File: config.mk
export PLATFORM = sky130hd
export DESIGN_NAME = a2d_conv_sched
export DESIGN_NICKNAME = d
export VERILOG_FILES = /design/src/rtl/eBike_pkg.sv /design/src/rtl/a2d_rr_pick.sv /design/src/rtl/a2d_conv_sched.sv
export SDC_FILE = /design/constraint.sdc
export NUM_CORES = 1
export LEC_CHECK = 0
export ABC_AREA = 1
export ABC_CLOCK_PERIOD_IN_PS = 2750
export CELL_PAD_IN_SITES_DETAIL_PLACEMENT = 1
export CELL_PAD_IN_SITES_GLOBAL_PLACEMENT = 1
export CORE_MARGIN = 2
export CORE_UTILIZATION = 38
export DETAILED_ROUTE_END_ITERATION = 10
export GPL_TIMING_DRIVEN = 0
export PLACE_DENSITY = 0.91
export SLEW_MARGIN = 20
export SYNTH_ARGS = -nofsm -noshare
export SYNTH_HDL_FRONTEND = slang
export SYNTH_SLANG_ARGS = --single-unit
File: constraint.sdc
create_clock -name clk -period 2.75 [get_ports clk]
set_clock_uncertainty 0.2 [all_clocks]
set_input_delay 0.275 -clock clk [delete_from_list [all_inputs] [get_ports clk]]
set_output_delay 0.275 -clock clk [all_outputs]
set_load 0.05 [all_outputs]
File: src/rtl/eBike_pkg.sv
// Shared types for the eBike A2D conversion scheduler: channel indices,
// A2D channel codes, scheduler states and the SPI command builder.
package eBike_pkg;

  typedef enum logic [1:0] {
    BATT   = 2'd0,
    CURR   = 2'd1,
    BRAKE  = 2'd2,
    TORQUE = 2'd3
  } chan_e;

  localparam logic [2:0] CODE_BATT   = 3'd0;
  localparam logic [2:0] CODE_CURR   = 3'd1;
  localparam logic [2:0] CODE_BRAKE  = 3'd3;
  localparam logic [2:0] CODE_TORQUE = 3'd4;

  typedef enum logic [2:0] {
    S_IDLE = 3'd0,
    S_TX1  = 3'd1,
    S_GAP  = 3'd2,
    S_TX2  = 3'd3,
    S_UPD  = 3'd4
  } sched_state_e;

  // Both transactions of a conversion use the same command word.
  function automatic logic [15:0] chan_cmd(input logic [1:0] idx);
    logic [2:0] code;
    case (chan_e'(idx))
      BATT:    code = CODE_BATT;
      CURR:    code = CODE_CURR;
      BRAKE:   code = CODE_BRAKE;
      default: code = CODE_TORQUE;
    endcase
    return {2'b00, code, 11'h000};
  endfunction

endpackage

File: src/rtl/a2d_rr_pick.sv
// Rotate-priority pick: first enabled channel at or above ptr, wrapping mod 4.
module a2d_rr_pick (
  input  logic [1:0] ptr_i,
  input  logic [3:0] chan_en_i,
  output logic [1:0] idx_o,
  output logic       valid_o
);

  logic [7:0] en_dbl;
  logic [3:0] en_rot;
  logic [1:0] off;

  // en_rot[j] is the enable of channel (ptr + j) mod 4
  assign en_dbl = {chan_en_i, chan_en_i};
  assign en_rot = en_dbl[ptr_i +: 4];

  always_comb begin
    off     = 2'd0;
    valid_o = 1'b1;
    if (en_rot[0])      off = 2'd0;
    else if (en_rot[1]) off = 2'd1;
    else if (en_rot[2]) off = 2'd2;
    else if (en_rot[3]) off = 2'd3;
    else                valid_o = 1'b0;
  end

  assign idx_o = ptr_i + off;

endmodule

File: src/rtl/a2d_conv_sched.sv
// Shares the A2D SPI master among battery, current, brake and torque channels:
// periodic two-transaction reads, round-robin over enabled channels, stall watchdog.
//
// state  | meaning
// IDLE   | timer running; waiting for timer wrap or sample_now
// TX1    | first SPI transaction in flight; response discarded
// GAP    | one-cycle spacer before relaunching the transaction
// TX2    | second SPI transaction in flight; response captured on done
// UPD    | write captured result to the selected channel, pulse cnv_cmplt
module a2d_conv_sched
  import eBike_pkg::*;
#(
  parameter int PERIOD_W = 14,
  parameter int TO_W     = 10
) (
  input  logic        clk,
  input  logic        rst_n,
  input  logic [3:0]  chan_en,
  input  logic        sample_now,
  output logic        wrt,
  output logic [15:0] cmd,
  input  logic        done,
  input  logic [15:0] rd_data,
  output logic [11:0] batt,
  output logic [11:0] curr,
  output logic [11:0] brake,
  output logic [11:0] torque,
  output logic        cnv_cmplt,
  output logic        spi_err
);

  sched_state_e          state_q, state_d;
  logic [PERIOD_W-1:0]   timer_q, timer_d;
  logic [TO_W-1:0]       wd_q, wd_d, wd_inc;
  logic [1:0]            ptr_q, ptr_d;
  logic [1:0]            sel_q, sel_d;
  logic                  wrt_q, wrt_d;
  logic [15:0]           cmd_q, cmd_d;
  logic [11:0]           data_q, data_d;
  logic [3:0][11:0]      res_q, res_d;
  logic                  cnv_q, cnv_d;
  logic                  err_q, err_d;

  logic                  trigger;
  logic [1:0]            pick_idx;
  logic                  pick_valid;
  logic                  unused_rd_hi;

  // Upper response bits carry no conversion data.
  assign unused_rd_hi = ^rd_data[15:12];

  a2d_rr_pick u_pick (
    .ptr_i     (ptr_q),
    .chan_en_i (chan_en),
    .idx_o     (pick_idx),
    .valid_o   (pick_valid)
  );

  assign trigger = (timer_q == '1) || sample_now;
  assign wd_inc  = wd_q + TO_W'(1);

  always_comb begin
    state_d = state_q;
    timer_d = timer_q;
    wd_d    = wd_q;
    ptr_d   = ptr_q;
    sel_d   = sel_q;
    wrt_d   = 1'b0;
    cmd_d   = cmd_q;
    data_d  = data_q;
    res_d   = res_q;
    cnv_d   = 1'b0;
    err_d   = err_q;

    case (state_q)
      S_IDLE: begin
        timer_d = timer_q + PERIOD_W'(1);
        if (trigger) begin
          timer_d = '0;
          if (pick_valid) begin
            sel_d   = pick_idx;
            ptr_d   = pick_idx + 2'd1;
            cmd_d   = chan_cmd(pick_idx);
            wrt_d   = 1'b1;
            wd_d    = '0;
            state_d = S_TX1;
          end
        end
      end
      S_TX1, S_TX2: begin
        wd_d = wd_inc;
        // done wins over the watchdog when both land in the same cycle
        if (done) begin
          if (state_q == S_TX2) begin
            data_d  = rd_data[11:0];
            state_d = S_UPD;
          end else begin
            state_d = S_GAP;
          end
        end else if (wd_inc == '1) begin
          err_d   = 1'b1;
          state_d = S_IDLE;
        end
      end
      S_GAP: begin
        wrt_d   = 1'b1;
        wd_d    = '0;
        state_d = S_TX2;
      end
      S_UPD: begin
        res_d[sel_q] = data_q;
        cnv_d        = 1'b1;
        err_d        = 1'b0;
        state_d      = S_IDLE;
      end
      default: state_d = S_IDLE;
    endcase
  end

  always_ff @(posedge clk or negedge rst_n) begin
    if (!rst_n) begin
      state_q <= S_IDLE;
      timer_q <= '0;
      wd_q    <= '0;
      ptr_q   <= 2'd0;
      sel_q   <= 2'd0;
      wrt_q   <= 1'b0;
      cmd_q   <= 16'h0000;
      data_q  <= 12'h000;
      res_q   <= '0;
      cnv_q   <= 1'b0;
      err_q   <= 1'b0;
    end else begin
      state_q <= state_d;
      timer_q <= timer_d;
      wd_q    <= wd_d;
      ptr_q   <= ptr_d;
      sel_q   <= sel_d;
      wrt_q   <= wrt_d;
      cmd_q   <= cmd_d;
      data_q  <= data_d;
      res_q   <= res_d;
      cnv_q   <= cnv_d;
      err_q   <= err_d;
    end
  end

  assign wrt       = wrt_q;
  assign cmd       = cmd_q;
  assign batt      = res_q[0];
  assign curr      = res_q[1];
  assign brake     = res_q[2];
  assign torque    = res_q[3];
  assign cnv_cmplt = cnv_q;
  assign spi_err   = err_q;

endmodule

Word-level counts from Yosys, hierarchy flattened
Cells that the tools add are included.
{ "totals": {"output_inout_bits": 67, "register_bits": 97, "wordCells": 75, "inputBits": 24} }
{ "op_classes": {"shifts": 1, "n_lt_le_gt_ge": 2, "n_reduce_logical": 12, "mux": 29, "n_eq_ne": 13, "addsub": 4} }
{ "op_table": {"columns": ["op", "n"], "rows": [
  ["$bwmux 48", 1],
  ["$pmux 10 s3", 1],
  ["$demux 12 s2", 1],
  ["$mux 10", 2],
  ["$pmux 3 s3", 2],
  ["$mux 3", 5],
  ["$reduce_and 3->1", 5],
  ["$add 14x1->14 const B", 1],
  ["$eq 14x14->1 const B", 1],
  ["$mux 14", 1],
  ["$mux 12", 1],
  ["$add 10x1->10 const B", 1],
  ["$eq 10x10->1 const B", 1],
  ["$mux 1", 9],
  ["$mux 2", 4],
  ["$ne 2x2->1 const B", 4],
  ["$shiftx 8x3->4", 1],
  ["$eq 3x2->1 const B", 2],
  ["$pmux 1 s2", 2],
  ["$eq 3x1->1 const B", 1],
  ["$eq 3x3->1 const B", 1],
  ["$logic_not 3->1", 1],
  ["$lt 2x3->1 const B", 1],
  ["$ne 3x3->1 const B", 1],
  ["other kinds (11)", 11]
]} }

Longest topological paths before layout
Gate-level depths: netlist of the first run.
{ "logic_depth": {"ltp_word": 8, "ltp_mapped": 12, "depth_no_buf": 12} }

Cells and area by module
Synthesis of the first run repeated with hierarchy kept, for this count alone.
{ "hier_totals": {"cells_unflattened": 496, "area_unflattened_um2": 4329.2} }
{ "modules_own_cells": {"columns": ["mod", "seq_area_each_um2", "cells_each", "n_inst", "area_each_um2"], "rows": [
  ["a2d_conv_sched", 2402.3, 461, 1, 4166.5],
  ["a2d_rr_pick", 0.0, 35, 1, 162.7]
]} }

Worst setup path before layout of the first run
No wires, ideal clock.
{ "synth_timing": {"kind": "register to register", "from": "register ptr_q[0]", "to": "register cmd_q[11] (netlist: cmd[11])", "synth_period_minus_slack_ps": 2167, "n_path_buf": 0, "t_required_ps": 2423, "stages_incl_launch_ff": 13, "slack_ps": 583, "setup_ps": 127, "arrival_time_ps": 1840, "path_cell_list": "dfrtp_1 inv_2 nand2_1 nand2_2 o21ai_2 nand3_1 a21boi_0 ha_1 xnor2_1 xor2_1 ha_1 nand2_1 o21ai_0"} }
{ "synth_via": {"elab_chain_len": 8, "elab_cells_between_ends": 15, "cone_classes": "1 x add/sub; 2 x eq/ne; 1 x shift; 9 x mux; 2 x reduce/logical"} }
{ "synth_rtl": {"columns": ["item", "line_no", "source"], "rows": [
  ["start, declared", "a2d_conv_sched.sv:35", "logic [1:0] ptr_q, ptr_d;"],
  ["start signal, assigned", "a2d_conv_sched.sv:137", "ptr_q <= ptr_d;"],
  ["$shiftx 8x3->4", "a2d_rr_pick.sv:15", "assign en_rot = en_dbl[ptr_i +: 4];"],
  ["$mux 2", "a2d_rr_pick.sv:23", "else if (en_rot[3]) off = 2'd3;"],
  ["$mux 2", "a2d_rr_pick.sv:22", "else if (en_rot[2]) off = 2'd2;"],
  ["$mux 2", "a2d_rr_pick.sv:21", "else if (en_rot[1]) off = 2'd1;"],
  ["$mux 2", "a2d_rr_pick.sv:20", "if (en_rot[0]) off = 2'd0;"],
  ["$add 2x2->2 *", "a2d_rr_pick.sv:27", "assign idx_o = ptr_i + off;"],
  ["via pick_idx[1]", "a2d_conv_sched.sv:45", "logic [1:0] pick_idx;"],
  ["$eq 2x2->1, or another cell as far along", "eBike_pkg.sv:28", "case (chan_e'(idx))"],
  ["$pmux 3 s3 *", "eBike_pkg.sv:28", null],
  ["end signal, assigned", "a2d_conv_sched.sv:140", "cmd_q <= cmd_d;"],
  ["end, declared", "a2d_conv_sched.sv:38", "logic [15:0] cmd_q, cmd_d;"]
]} }
The timed path passes the listed nets; every way through them passes the cells marked *.
A chain may end at the register's enable or synchronous reset.

Worst setup path in the final report of the first run
Same ends and word-level chain as after synthesis.

==> flow_summary.toml, run 1 <==
[status]
status = "complete, no violations"

[yosys]
synth_cell_types = 33
synthCells = 494
yosysTopAreaCell = "dfrtp_1"
ys.flop_type = "dfrtp_1"
synth_edf_count = 0
seq_area_frac_synth_pct = 55.4
netlist_area_sq_um = 4340
avgSynthCellArea_sq_um = 8.78
synth-async-reset-ratio_pct = 100
synthTopCellsByArea = "dfrtp_1 55%, nand2_1 13%, o21ai_0 7.0%, nand3_1 3.6%, inv_1 3.3%"
synth_top_area_share_pct = 55.4
ys_ff_latch = 96
ys_warn_count = 0

[worst_setup_path]
crit_type = "register to register"
regToRegSetupSlack_ns = 0.24
arrival_ns = 2.53
worstPathMaxFanout = 7
end_kind = "register"
r2r_cells = 12
r2r-start = "ptr_q[0]"
critPathLaunchType = "register"
r2r-end = "cmd[11]"
critPathRequiredTime_ns = 2.77

[run]
maxCapViolCount = 0

[layout]
areaGrowthSynthToFinish_pct = 29.5
drive_gt1_share_pct = 10.4
n_fill_cell = 1302
mostFrequentLayoutCell = "nand2_1"
ff_latch_area_sq_um = 2400
diodes = 0
final_cell_mix = "153 x nand2_1, 96 x dfrtp_1, 72 x clkdlybuf4s50_1"
postLayoutCoreUtil_pct = 49.9
fin_nets = 622
finalInstanceArea_sq_um = 5620
multi_input_area_sq_um = 1660
fin_cells = 740

[power_and_ir_drop]
switching_share_pct = 48.3
ir_drop_mv = 0.772
combPwrFrac_pct = 49.0
seq_power_share_pct = 33.1
leakage_nw = 2.62
intPower_mw = 3.55
switchingPower_mw = 3.32
power_mw = 6.88
power.share.clock_pct = 17.9
power_density_nw_per_um2 = 1220

[floorplan]
die_x_um = 111
ioPinCount = 91
rows = 39
die_area_sq_um = 12300
start_util_pct = 38.5
core_area_sq_um = 11300
die_y_um = 111

[global_routing]
grt_max_degree = 50
gr-usage-all-layers_pct = 20.8
globalRouteMet1Util_pct = 23.5
grt_pass1_vias = 4143
grt_pass1_wl_um = 20600
grt_util_met2_pct = 36.8
grt_overflow = 0
busiest_layer = "met2"
met3_usage_pct = 6.89
grt_antenna_before_repair = 0

[timing]
hold_ws_ns = 0.223
period_share_pct = 91.1
clock.fmax_mhz = 399
rsz0062_at_grt = "no"
min_period_ns = 2.51
slew-limit-headroom_pct = 60.7
setup_ws_ns = 0.244
setup_tns_ns = 0
hold_viol = 0
finalSetupViolations = 0
final_max_slew_viol_count = 0
tightest_slew_ns = 0.588

[detailed_routing]
drc = 0
wl_um = 12500
vias = 3699
via_per_inst = 5.00
wl_per_cell_um = 16.9
drt.antenna.violating_nets = 0
dr.pass1.iters = 4
initialDrtViolationCount = 99

[clocking]
clkLatencyLatePin_ns = 0.34
clock_sinks = 96
cts_buffer_depth = 2
ctsHoldBuffers = 1
cts_setup_buffers = 0
path_clk_slew_ns = 0.07
postCtsResizedCells = 0
cts_tree = "done"
cts_max_level = 3
clockRootBuffer = "clkbuf_16"
cts_buffers = 9

[placed_design]
dpl.hpwl_um = 8880
post-place-ws_ns = 0.0497
place.port_buffers = 73
placed_area_sq_um = 5320
gp_congestion = 0.816
place_inst = 723

[worst_hold_path]
hp-class = "input port to async pin"
==> sequential cells by signal (all words and copies together) (netlist names), 2 cells and up <==
name / cells
wd_q: 10
data_q: 12
curr: 12
batt: 12
timer_q: 14
torque: 12
sel_q: 2
brake: 12
state_q: 3
cmd: 3
==> layout make-up <==
cell class / instances / share of cell area (%)
buffer: 26 / 2.83
tap: 143 / 3.18
timing repair buffer: 75 / 13.7
clock buffer: 9 / 4.01
multi-input combinational: 341 / 29.6
sequential: 96 / 42.8
inverter: 43 / 2.87
clock inverter: 7 / 1.09
==> worst max path at each step <==
stage	depth (start not counted)	endpoint	from	slack (ns)
final	12	cmd[11]	ptr_q[0]	0.24
after global routing	12	cmd[11]	ptr_q[0]	0.03
after CTS	12	cmd[11]	ptr_q[0]	0.22
after floorplan	12	cmd[11]	ptr_q[0]	0.58
after global placement	1	ptr_q[0]	rst_n	-2.26
after detailed placement	12	cmd[11]	chan_en[0]	0.05
==> power by group through the flow <==
| stage | sequential, mW | clock [mW] | combinational, mW |
|---|---|---|---|
| floorplan | 3.36 | 0 | 1.06 |
| global placement | 2.25 | 0 | 3.22 |
| detailed placement | 2.28 | 0 | 3.36 |
| CTS | 2.28 | 1.25 | 3.40 |
| global route | 2.34 | 1.29 | 3.60 |
| finish | 2.28 | 1.23 | 3.37 |
==> synth_stat cells (4+ instances only) <==
library cell and number:
inv_1 38, nor2_1 24, clkbuf_1 5, nand3_1 31, o21ai_0 61, buf_2 7
xor2_1 7, ha_1 6, o21ai_1 5, buf_4 14, inv_2 5, nand3_2 4
nand2_1 153, dfrtp_1 96, nor3_1 4
==> kinds of logic after synthesis <==
logic type               count (synthesis)  synth area share, %
flip-flops                              96                 55.4
XOR/XNOR                                10                 2.02
AND/OR/NAND/NOR                        236                 24.2
other                                    1               0.0864
adder cells (fa/ha/maj)                  6                 1.73
AO/OA/AOI/OAI                           76                 9.20
buffers and inverters                   69                 7.38
==> per-layer routing <==
layer  share of wire, %  vias to the layer above
met5                  0                        -
met4                2.5                        0
met3                6.7                       27
met2                 52                       91
met1                 39                     1830
li1                   -                     1751
==> critical path: stages, from the launching register on <==
cell      delay, ns
dfrtp_1        0.49
inv_2          0.09
nand2_1        0.10
nand2_2        0.08
o21ai_2        0.13
nand3_1        0.08
a21boi_0       0.18
ha_1           0.19
xnor2_1        0.14
xor2_1         0.30
ha_1           0.29
nand2_1        0.06
o21ai_0        0.07
Power figures use the tool's default switching activity.
==> run 2: changes to the inputs <==
--- a/config.mk
+++ b/config.mk
@@ -9,8 +9,8 @@
 export ABC_CLOCK_PERIOD_IN_PS = 2750
 export CELL_PAD_IN_SITES_DETAIL_PLACEMENT = 1
 export CELL_PAD_IN_SITES_GLOBAL_PLACEMENT = 1
-export CORE_MARGIN = 2
 export CORE_UTILIZATION = 38
+export CTS_CLUSTER_DIAMETER = 200
 export DETAILED_ROUTE_END_ITERATION = 10
 export GPL_TIMING_DRIVEN = 0
 export PLACE_DENSITY = 0.91
==> constraint.sdc (replaced) <==
create_clock -name clk -period 2.75 [get_ports clk]
set_clock_uncertainty 0.2 [all_clocks]
set_input_delay 0.275 -clock clk [delete_from_list [all_inputs] [get_ports clk]]
set_output_delay 0.275 -clock clk [all_outputs]
set_load 0.01 [all_outputs]
==> run 2 against run 1 <==
Compared with the run above: register-to-register slack better by 0.02 ns; fmax rose by 0.92%; flip-flop and latch count unchanged; clock power increased by 11%; final area is 0.56% higher; worst setup slack better by 0.023 ns; critical path depth stayed put; die area is 3.6% lower; global-route usage up 2.6 points; combinational power shrank 31%; first-iteration DRC count increased by 77%.
==> flow_summary.toml, run 2 (same netlist as run 1, synthesis figures left out) <==
[timing]
min_period_ns = 2.48
finalSetupViolations = 0
rsz0062_at_grt = "no"
setup_tns_ns = 0
setup_ws_ns = 0.267
clock.fmax_mhz = 403
hold_viol = 0
period_share_pct = 90.3
final_max_slew_viol_count = 0

[layout]
mostFrequentLayoutCell = "nand2_1"
regMostFlops = "timer_q"
largest_reg_flops = 14
areaGrowthSynthToFinish_pct = 30.2
fin_nets = 622
drive_gt1_share_pct = 10.2
finalInstanceArea_sq_um = 5650
final_cell_mix = "153 x nand2_1, 96 x dfrtp_1, 72 x clkdlybuf4s50_1"
diodes = 0

[detailed_routing]
initialDrtViolationCount = 175
via_per_inst = 5.10
drt.antenna.violating_nets = 0
wl_per_cell_um = 17.6
drc = 0
wl_um = 12900
vias = 3756
dr.pass1.iters = 4

[power_and_ir_drop]
ir_drop_mv = 0.498
switchingPower_mw = 2.25
power_density_nw_per_um2 = 1060
combPwrFrac_pct = 39.0
leakage_nw = 2.62
intPower_mw = 3.73
seq_power_share_pct = 38.2
power_mw = 5.98
switching_share_pct = 37.7
power.share.clock_pct = 22.9

[clocking]
clock_sinks = 96
cts_setup_buffers = 0
postCtsResizedCells = 0
cts_buffer_depth = 2
clkLatencyLatePin_ns = 0.34
cts_max_level = 3
path_clk_slew_ns = 0.07
clockRootBuffer = "clkbuf_16"
cts_tree = "done"
cts_buffers = 9

[floorplan]
rows = 38
die_area_sq_um = 11900
core_area_sq_um = 11000
ioPinCount = 91
die_y_um = 109
start_util_pct = 39.5
die_x_um = 109

[worst_setup_path]
r2r-start = "ptr_q[0]"
end_kind = "register"
arrival_ns = 2.50
r2r-end = "cmd[11]"
r2r_cells = 12
crit_type = "register to register"
critPathRequiredTime_ns = 2.77
crit_path_start = "ptr_q[0]"
crit_end = "cmd[11]"
worstPathMaxFanout = 7
critPathLaunchType = "register"
regToRegSetupSlack_ns = 0.27

[global_routing]
gr-usage-all-layers_pct = 23.4
grt_max_degree = 75
grt_overflow = 0
grt_pass1_wl_um = 20900
grt_pass1_vias = 4110
grt_antenna_before_repair = 0

[placed_design]
dpl.hpwl_um = 8720
placed_area_sq_um = 5320
place.port_buffers = 73
gp_congestion = 0.777
post-place-ws_ns = 0.0736

[run]
maxCapViolCount = 0

[worst_hold_path]
hp-class = "input port to async pin"

[status]
status = "complete, no violations"
==> run 2: cell count changes in the layout (fill, tap and decap cells not counted), sizes merged <==
cell | previous run | this run
clkinvlp | 1 | 2
bufinv | 0 | 2
clkbuf | 14 | 15
clkinv | 2 | 1
inv | 47 | 44
==> run 2: final cells by class <==
class	count	area (sq um)
buffer	26	159
clock buffer	10	229
clock inverter	6	92.6
fill	1301	5330
inverter	43	161
multi-input combinational	341	1660
sequential	96	2400
tap	140	175
timing repair buffer	75	769
==> run 2: timing repair <==
item / CTS / global route
hold endpoints to repair: 96 / 0
hold buffers: 1 / 0
setup endpoints to repair: 0 / 0
==> run 2: worst min-delay path by stage <==
stage / to / depth (start not counted)
final: batt[7] / 2
after global routing: batt[7] / 2
after CTS: batt[7] / 2
after detailed placement: batt[7] / 1
after global placement: curr[8] / 2
after floorplan: batt[0] / 0
==> run 2: layer usage <==
| metal | GRT usage, % | part of all wire, % | up-vias |
|---|---|---|---|
| met3 | 5.98 | 6.4 | 24 |
| met5 | 0 | 0 | - |
| met1 | 26.9 | 40 | 1880 |
| li1 | - | - | 1748 |
| met2 | 41.5 | 51 | 104 |
| met4 | 9.17 | 2.2 | 0 |
==> run 2: per-stage QoR <==
step                      cells  util [%]  hold slack [ns]
after floorplan             506         -           -0.221
after global placement      719      48.2            0.266
after detailed placement    720      48.4          -0.0555
after CTS                   737      51.4            0.151
after global routing        737      51.4            0.169
final                       737      51.4            0.143
==> run 2: power groups by stage <==
| stage | sequential [mW] | combinational, mW | clock, mW |
|---|---|---|---|
| after floorplan | 2.36 | 1.00 | 0 |
| after detailed placement | 2.27 | 2.29 | 0 |
| final | 2.28 | 2.33 | 1.37 |
| after global placement | 2.24 | 2.17 | 0 |
| after CTS | 2.28 | 2.36 | 1.38 |
| after global routing | 2.33 | 2.58 | 1.43 |
==> run 2: worst max-delay path, stage by stage, from the launching register on <==
cell and delay (ns):
dfrtp_1 0.47, inv_2 0.09, nand2_1 0.09, nand2_2 0.07, o21ai_2 0.13, nand3_1 0.08
a21boi_0 0.19, ha_1 0.19, xnor2_1 0.13, xor2_1 0.30, ha_1 0.29, nand2_1 0.06
o21ai_0 0.08
==> run 3: changes to the inputs <==
--- a/config.mk
+++ b/config.mk
@@ -9,12 +9,13 @@
 export ABC_CLOCK_PERIOD_IN_PS = 2750
 export CELL_PAD_IN_SITES_DETAIL_PLACEMENT = 1
 export CELL_PAD_IN_SITES_GLOBAL_PLACEMENT = 1
-export CORE_UTILIZATION = 38
+export CORE_UTILIZATION = 30
 export CTS_CLUSTER_DIAMETER = 200
 export DETAILED_ROUTE_END_ITERATION = 10
 export GPL_TIMING_DRIVEN = 0
-export PLACE_DENSITY = 0.91
+export PLACE_DENSITY = 0.76
 export SLEW_MARGIN = 20
 export SYNTH_ARGS = -nofsm -noshare
 export SYNTH_HDL_FRONTEND = slang
+export SYNTH_HIERARCHICAL = 1
 export SYNTH_SLANG_ARGS = --single-unit
==> run 3 against run 2 <==
Compared with the run above: total power shrank 9.5%; utilization shrank 11 points; clock-buffer cell count is 1 lower; combinational power fell by 12%; global-route usage down 5.9 points; sequential share of layout area hardly changed; area after synthesis decreased by 0.23%.
==> flow_summary.toml, run 3 <==
[worst_setup_path]
critPathRequiredTime_ns = 2.83
r2r-start = "ptr_q[0]"
worstPathMaxFanout = 7
r2r_cells = 13
critPathLaunchType = "register"
crit_end = "cmd[11]"
regToRegSetupSlack_ns = 0.31
end_kind = "register"
crit_type = "register to register"
crit_path_start = "ptr_q[0]"
arrival_ns = 2.52
r2r-end = "cmd[11]"

[placed_design]
post-place-ws_ns = 0.167
gp_congestion = 0.771
place.port_buffers = 73
dpl.hpwl_um = 8840

[timing]
setup_tns_ns = 0
final_max_slew_viol_count = 0
clock.fmax_mhz = 410
hold_viol = 0
setup_ws_ns = 0.313
slew-limit-headroom_pct = 60.6
tightest_slew_ns = 0.589
period_share_pct = 88.6
rsz0062_at_grt = "no"
min_period_ns = 2.44
finalSetupViolations = 0

[yosys]
synth_cell_types = 34
synthTopCellsByArea = "dfrtp_1 55%, nand2_1 13%, o21ai_0 7.4%, inv_1 4.2%, nand3_1 3.7%"
synth_edf_count = 0
seq_area_frac_synth_pct = 55.5
yosysTopAreaCell = "dfrtp_1"
synth_top_area_share_pct = 55.5
ys_warn_count = 6
synthCells = 496
avgSynthCellArea_sq_um = 8.73
yosysMostFrequentCell = "nand2_1"
netlist_area_sq_um = 4330
ys.flop_type = "dfrtp_1"
synth-async-reset-ratio_pct = 100
ys_ff_latch = 96
synthTopCellsByCount = "145 x nand2_1, 96 x dfrtp_1, 64 x o21ai_0"

[detailed_routing]
drt.antenna.violating_nets = 0
initialDrtViolationCount = 105
dr.pass1.iters = 4
drc = 0
wl_um = 12100
vias = 3654
via_per_inst = 4.69
wl_per_cell_um = 15.5

[clocking]
clockRootBuffer = "clkbuf_16"
cts_buffer_depth = 2
cts_tree = "done"
cts_setup_buffers = 0
clock_sinks = 96
clkLatencyLatePin_ns = 0.35
cts_max_level = 3
path_clk_slew_ns = 0.07
cts_buffers = 9
postCtsResizedCells = 0

[layout]
n_fill_cell = 1672
largest_reg_flops = 14
drive_gt1_share_pct = 9.02
diodes = 0
mostFrequentLayoutCell = "nand2_1"
areaGrowthSynthToFinish_pct = 30.6
postLayoutCoreUtil_pct = 40.4
final_cell_mix = "145 x nand2_1, 96 x dfrtp_1, 72 x clkdlybuf4s50_1"
regMostFlops = "timer_q"
fin_nets = 624

[floorplan]
start_util_pct = 30.9
core_area_sq_um = 14000
ioPinCount = 91
die_y_um = 122
die_area_sq_um = 14900
die_x_um = 122
rows = 43

[global_routing]
grt_antenna_before_repair = 0
grt_pass1_vias = 3998
grt_max_degree = 67
grt_overflow = 0
gr-usage-all-layers_pct = 17.6
grt_pass1_wl_um = 20100

[power_and_ir_drop]
ir_drop_mv = 0.464
power_density_nw_per_um2 = 957
leakage_nw = 2.62

[status]
status = "complete, no violations"

[worst_hold_path]
hp-class = "input port to async pin"

[run]
maxCapViolCount = 0
run 3: how the worst min path moves through the flow:
stage	to	slack, ns	start	cells past startpoint
after global placement	curr[10]	0.27	curr[10]	2
after floorplan	batt[0]	-0.22	rst_n	0
after detailed placement	batt[6]	-0.03	rst_n	1
after global routing	data_q[9]	0.20	rst_n	2
after CTS	batt[6]	0.16	rst_n	2
final	data_q[9]	0.17	rst_n	2
run 3: area by class of cell:
type	count	area, sq um	area share (%)
multi-input cells	335	1620	28.6
clock inverters	7	61.3	1.08
plain buffers	26	165	2.92
well taps	180	225	3.98
inverters	51	191	3.38
repair buffers	75	769	13.6
clock buffers	9	225	3.98
flip-flops and latches	96	2400	42.5
run 3: cells by family after synthesis:
logic type                 count (synthesis)  synth area share [%]
other                                      1                0.0866
adders and majority gates                  6                  1.73
and+or+nand+nor                          223                  21.8
muxes                                      1                 0.231
DFF                                       96                  55.5
AOI/OAI and AO/OA                         80                  9.97
buffers and inverters                     77                  8.24
xor gates and xnor gates                  12                  2.43
run 3: layer usage:
metal	vias up	global-route usage [%]	share of wire (%)
met5	-	0	0
met4	0	5.72	1.3
met3	14	5.15	5.4
met2	69	31.5	52
met1	1825	19.9	42
li1	1746	-	-
run 3: repair_timing:
| item | CTS | global route |
|---|---|---|
| setup endpoints to repair | 0 | 0 |
| hold buffers | 1 | 0 |
| hold endpoints to repair | 96 | 0 |
run 3: report_power, final:
group	internal [mW]	leakage [nW]	total [mW]	switching, mW
Clock	0.631	0.140	1.22	0.584
Combinational	0.883	1.20	2.05	1.17
Sequential	1.84	1.28	2.15	0.312
run 3: worst max-delay path, stage by stage, from the launching register on:
cell	delay (ns)
dfrtp_1	0.48
inv_2	0.09
nand2_1	0.10
nand3_1	0.09
nand2_1	0.13
nand3_1	0.08
a21boi_1	0.15
ha_1	0.18
xor2_1	0.20
inv_1	0.06
nand3_1	0.08
nand2_1	0.10
ha_1	0.30
o21ai_2	0.13
run 3: through the flow:
| step | cell area [sq um] | hold WS [ns] | power [mW] | instances |
|---|---|---|---|---|
| 2_1_floorplan | 4370 | -0.221 | 3.20 | 508 |
| 3_5_place_dp | 5360 | -0.0256 | 4.21 | 762 |
| 6_report | 5660 | 0.166 | 5.41 | 779 |
| 4_1_cts | 5660 | 0.157 | 5.48 | 779 |
| 3_3_place_gp | 5330 | 0.267 | 4.07 | 761 |
| 5_1_grt | 5660 | 0.197 | 5.79 | 779 |
